File: config.mk
export PLATFORM = sky130hd
export DESIGN_NAME = mstream_scheduler
export DESIGN_NICKNAME = d
export VERILOG_FILES = /design/src/rtl/mstream_pkg.sv /design/src/rtl/mstream_row_counter.sv /design/src/rtl/mstream_scheduler.sv
export SDC_FILE = /design/constraint.sdc
export NUM_CORES = 1
export LEC_CHECK = 0
export CORE_MARGIN = 5
export CORE_UTILIZATION = 45
export DETAILED_ROUTE_END_ITERATION = 8
export PLACE_DENSITY = 0.7
export SYNTH_ARGS = -nofsm -noshare
export SYNTH_HDL_FRONTEND = slang
export SYNTH_SLANG_ARGS = --single-unit
export TNS_END_PERCENT = 1
File: constraint.sdc
create_clock -name clk -period 7.56 [get_ports clk]
set_input_delay 0.756 -clock clk [delete_from_list [all_inputs] [get_ports clk]]
set_output_delay 0.756 -clock clk [all_outputs]
set_load 0.01 [all_outputs]
File: src/rtl/mstream_pkg.sv
// Shared widths and state encoding for the MSTREAM pattern scheduler.
package mstream_pkg;

    localparam int unsigned CNT_W_DEF = 12;
    localparam int unsigned ROW_W_DEF = 16;
    localparam int unsigned PAT_W_DEF = 32;

    typedef logic [2:0] state_t;

    localparam state_t StIdle     = 3'd0;
    localparam state_t StWaitData = 3'd1;
    localparam state_t StStream   = 3'd2;
    localparam state_t StGap      = 3'd3;
    localparam state_t StLoad     = 3'd4;
    localparam state_t StDone     = 3'd5;

endpackage

File: src/rtl/mstream_row_counter.sv
// Loadable down-counter with a terminal flag; shared by the row and gap phases.
module mstream_row_counter #(
    parameter int unsigned W = 16
) (
    input  logic         clk,
    input  logic         reset,
    input  logic         load_i,
    input  logic [W-1:0] load_val_i,
    input  logic         dec_i,
    output logic         tc_o
);

    logic [W-1:0] cnt_d, cnt_q;

    // Load has priority over decrement; the count never wraps below zero.
    always_comb begin
        cnt_d = cnt_q;
        if (load_i) begin
            cnt_d = load_val_i;
        end else if (dec_i && (cnt_q != '0)) begin
            cnt_d = cnt_q - 1'b1;
        end
    end

    // Count register.
    always_ff @(posedge clk) begin
        if (reset) begin
            cnt_q <= '0;
        end else begin
            cnt_q <= cnt_d;
        end
    end

    assign tc_o = (cnt_q == '0);

endmodule

File: src/rtl/mstream_scheduler.sv
// Read-side sequencer for the sensor pattern FIFO: streams num_pat patterns of
// rows_per_pat words each, separated by a programmable gap and a load strobe.
module mstream_scheduler
    import mstream_pkg::*;
#(
    parameter int unsigned CNT_W = CNT_W_DEF,
    parameter int unsigned ROW_W = ROW_W_DEF,
    parameter int unsigned PAT_W = PAT_W_DEF
) (
    input  logic             clk,
    input  logic             reset,
    input  logic             trig_i,
    input  logic             abort_i,
    input  logic [PAT_W-1:0] num_pat,
    input  logic [ROW_W-1:0] rows_per_pat,
    input  logic [ROW_W-1:0] gap_cycles,
    input  logic             fifo_empty,
    input  logic [CNT_W-1:0] fifo_rd_count,
    output logic             stream_en_o,
    output logic             pat_load_o,
    output logic             busy_o,
    output logic             frame_done_o,
    output logic [PAT_W-1:0] pat_idx_o,
    output logic             underflow_o
);

    localparam int unsigned CmpW = (CNT_W > ROW_W) ? CNT_W : ROW_W;

    state_t           state_d, state_q;
    logic [PAT_W-1:0] num_pat_d, num_pat_q;
    logic [ROW_W-1:0] rows_d, rows_q;
    logic [ROW_W-1:0] gap_d, gap_q;
    logic [PAT_W-1:0] pat_idx_d, pat_idx_q;
    logic             underflow_d, underflow_q;
    logic             stream_en_d, stream_en_q;
    logic             pat_load_d, pat_load_q;
    logic             busy_d, busy_q;
    logic             frame_done_d, frame_done_q;

    logic             cnt_load;
    logic [ROW_W-1:0] cnt_val;
    logic             cnt_dec;
    logic             cnt_tc;
    logic             zero_trig;
    logic             data_ready;

    assign data_ready = (CmpW'(fifo_rd_count) >= CmpW'(rows_q));

    mstream_row_counter #(
        .W (ROW_W)
    ) u_row_counter (
        .clk        (clk),
        .reset      (reset),
        .load_i     (cnt_load),
        .load_val_i (cnt_val),
        .dec_i      (cnt_dec),
        .tc_o       (cnt_tc)
    );

    // Next-state, config latch, pattern index and sticky underflow.
    always_comb begin
        state_d     = state_q;
        num_pat_d   = num_pat_q;
        rows_d      = rows_q;
        gap_d       = gap_q;
        pat_idx_d   = pat_idx_q;
        // Empty flag seen while reading is an underflow, whatever else happens.
        underflow_d = underflow_q | (stream_en_q & fifo_empty);
        cnt_load    = 1'b0;
        cnt_val     = '0;
        cnt_dec     = 1'b0;
        zero_trig   = 1'b0;

        if (abort_i) begin
            state_d = StIdle;
        end else begin
            case (state_q)
                StIdle: begin
                    if (trig_i) begin
                        if ((num_pat != '0) && (rows_per_pat != '0)) begin
                            num_pat_d   = num_pat;
                            rows_d      = rows_per_pat;
                            gap_d       = gap_cycles;
                            pat_idx_d   = '0;
                            underflow_d = 1'b0;
                            state_d     = StWaitData;
                        end else begin
                            zero_trig = 1'b1;
                        end
                    end
                end
                StWaitData: begin
                    if (data_ready) begin
                        cnt_load = 1'b1;
                        cnt_val  = rows_q - 1'b1;
                        state_d  = StStream;
                    end
                end
                StStream: begin
                    if (cnt_tc) begin
                        if (gap_q != '0) begin
                            cnt_load = 1'b1;
                            cnt_val  = gap_q - 1'b1;
                            state_d  = StGap;
                        end else begin
                            state_d = StLoad;
                        end
                    end else begin
                        cnt_dec = 1'b1;
                    end
                end
                StGap: begin
                    if (cnt_tc) begin
                        state_d = StLoad;
                    end else begin
                        cnt_dec = 1'b1;
                    end
                end
                StLoad: begin
                    pat_idx_d = pat_idx_q + 1'b1;
                    // Equality against num_pat-1 lets the full PAT_W range work.
                    if (pat_idx_q == (num_pat_q - 1'b1)) begin
                        state_d = StDone;
                    end else begin
                        state_d = StWaitData;
                    end
                end
                StDone: begin
                    state_d = StIdle;
                end
                default: begin
                    state_d = StIdle;
                end
            endcase
        end
    end

    // Moore outputs decoded from the next state so they register with it.
    always_comb begin
        stream_en_d  = (state_d == StStream);
        pat_load_d   = (state_d == StLoad);
        busy_d       = (state_d != StIdle);
        frame_done_d = (state_d == StDone) | zero_trig;
    end

    // State, config and output registers.
    always_ff @(posedge clk) begin
        if (reset) begin
            state_q      <= StIdle;
            num_pat_q    <= '0;
            rows_q       <= '0;
            gap_q        <= '0;
            pat_idx_q    <= '0;
            underflow_q  <= 1'b0;
            stream_en_q  <= 1'b0;
            pat_load_q   <= 1'b0;
            busy_q       <= 1'b0;
            frame_done_q <= 1'b0;
        end else begin
            state_q      <= state_d;
            num_pat_q    <= num_pat_d;
            rows_q       <= rows_d;
            gap_q        <= gap_d;
            pat_idx_q    <= pat_idx_d;
            underflow_q  <= underflow_d;
            stream_en_q  <= stream_en_d;
            pat_load_q   <= pat_load_d;
            busy_q       <= busy_d;
            frame_done_q <= frame_done_d;
        end
    end

    assign stream_en_o  = stream_en_q;
    assign pat_load_o   = pat_load_q;
    assign busy_o       = busy_q;
    assign frame_done_o = frame_done_q;
    assign pat_idx_o    = pat_idx_q;
    assign underflow_o  = underflow_q;

endmodule

==> run metrics <==
Core Area 15700 um2; setup_tns 0 ps; Rows 46; largest net degree at the start of global routing 83; Req. time, crit path 7900 ps; hold endpoint rows_q[15]; sequential share of the synthesized area 0.336; GP Congestion 0.904; # fillers 1487; reg2reg end state_q[2]; Max transition margin 0.248; setup violators final 0; IO buf count 117; clock skew 6.00 ps; Worst Max-Slew Pin Slew 1120 ps; Final Hold Viols 0; die footprint 18500 um2; global-route wire length before repair 33600 um; Ys Warns 0; Mapped Avg Cell Area 7.50 um2; DR WL/cell 16.2 um; post-DR vias/cell 5.61; reg2reg path depth 8; Iter 0 DRT Violations 630; Net Count, Synth 1052; clk buf depth 2; critical path type flip-flop to flip-flop; pre-CTS WS 3140 ps; H-tree depth 4; Worst Hold Depth 2; unrepaired setup endpoints after global routing no; Global Route Usage Sum 0.226; antenna fix cells 0; Yosys reg bits 120; drt drc 0; Final nets 1146; sequential cell area 2400 um2; Synth-to-Final Area Change 27.5%; Worst Setup Start Kind flip-flop; Starting Density 0.455; reg2reg start num_pat_q[13]; DRT Pass-1 Iters 6; post-route ant nets 0; f_max 0.249 GHz; worst hold margin 452 ps; placed instance area 8460 um2; CTS Sinks 120; worst skew pair latency 420 ps; maximum vdd drop 0.000173 V; Resize count post-CTS 0; max cap viols 0; die height 136 um; Hold Crit Start rows_q[15]; Critical Path Sink Type flip-flop; Hold Path Class flip-flop to flip-flop; initial antenna violation count 0; post-DP HPWL 15100 um; layout cells sized above 1 0.0529; flop2flop setup slack 3550 ps; vias after detailed routing 7151; Die X 136 um; Final min period 4010 ps; fin. max-slew vios 0; outcome complete, no violations; post-synth cell types 68; Post-synth EDFFs 0; Clock transition at path regs 50 ps; pwr/cell area 214 nW/um2; Top FF cell, synth dfxtp_1; GRT overflow 0; Async SR Flop Fraction 0; final WL 20700 um; Post-Syn Instances 953; area of the multi-input gates 4430 um2; I/O pin total 118; TritonCTS clock tree done; CTS Buf Count 17; post-route setup slack 3550 ps; Core Util, Final 0.580; number of global-route vias before repair 6635; worst-path maximum fanout 13; Hold-fix buffers, CTS 0; Synth Cell Area 7150 um2; CTS root buf clkbuf_16; Finished Cell Area 9110 um2; Leakage Power 3.34 nW; crit share post-route 0.530; Post-CTS Setup Inserts 0; WP data arrival 4350 ps
## registers in the layout, summed over array words and instances (netlist names)
signal,cells
num_pat_q,32
pat_idx_o,32
gap_q,16
rows_q,16
u_row_counter.cnt_q,16
state_q,3
busy_o,1
frame_done_o,1
pat_load_o,1
stream_en_o,1
underflow_o,1
## layout by cell type (no fill, tap or decap), drive strengths merged, types with 4 or more instances in the layout
cell           instances
nand3                 30
o31ai                  5
clkdlybuf4s50        116
nand2                171
and2                   6
ha                    18
or2                    6
clkbuf                22
nor4                  27
nor3                  40
o22ai                  7
nor4b                  5
bufinv                 5
a2111oi                4
a31oi                  8
buf                    8
dfxtp                120
or3                   15
xor2                  41
a211oi                11
a22oi                  6
nor2b                  8
and3                  10
a21oi                 82
a211o                  5
xnor2                 54
inv                   36
or4                   13
nand4                 23
nor3b                  4
o21ai                 28
nor2                  75
## worst max-delay path, cell delays in order (launching register included)
cell and delay, ps:
dfxtp_1 380, nor3_1 930, nand4_1 690, or4_1 630, a211oi_1 290, nand4_1 130, a2111oi_1 520, o2111ai_1 240
o21ai_0 120
## kinds of logic after synthesis
logic type                 after synthesis  synth area share
buffers and inverters                   85            0.0464
muxes                                    5           0.00735
and+or+nand+nor                        444             0.301
DFF                                    120             0.336
xor gates and xnor gates                95             0.116
adders and majority gates               18            0.0315
AOI/OAI and AO/OA                      186             0.162
## cell usage after synthesis (18+ instances only)
master	number	area, um2
nand2_1	171	642
dfxtp_1	120	2400
a21oi_1	82	410
nor2_1	75	282
xnor2_1	54	473
clkbuf_1	41	154
xor2_1	41	359
nor3_1	40	200
inv_1	36	135
nand3_1	30	150
o21ai_0	28	140
nor4_1	26	163
nand4_1	23	144
ha_1	18	225
## worst max path at each step
stage | startpoint | to | slack [ps] | cells past startpoint
5_1_grt | num_pat[9] | pat_idx_o[30] | 3280 | 8
3_3_place_gp | num_pat[26] | pat_idx_o[27] | 3260 | 8
6_report | num_pat_q[13] | state_q[2] | 3550 | 8
2_1_floorplan | fifo_rd_count[0] | u_row_counter.cnt_q[12] | 4400 | 13
4_1_cts | num_pat[9] | pat_idx_o[27] | 3560 | 8
3_5_place_dp | num_pat[9] | pat_idx_o[27] | 3140 | 8
## layer usage
layer  vias up  track usage  wire length (um)
li1       3556            -                 -
met3        34       0.0677              1960
met4         0       0.0745               294
met1      3271        0.318              9680
met2       290        0.329              8760
met5         -            0                 0
## layout make-up
cell class / count / area share
clock buffers: 22 / 0.0531
inverters: 36 / 0.0148
well taps: 216 / 0.0297
flip-flops and latches: 120 / 0.264
clock inverters: 8 / 0.0184
multi-input cells: 748 / 0.487
repair buffers: 124 / 0.134
## per-stage QoR
stage               power [mW]  instances
floorplan                0.943        953
global placement          1.05       1244
detailed placement        1.06       1244
CTS                       1.96       1274
global route              2.03       1274
finish                    1.95       1274
## power by group
part	total (mW)	internal [mW]	switching, mW
Combinational	0.371	0.168	0.203
Clock	0.899	0.615	0.285
Sequential	0.682	0.654	0.0276
Note: power is estimated with default switching activity, not from simulation.
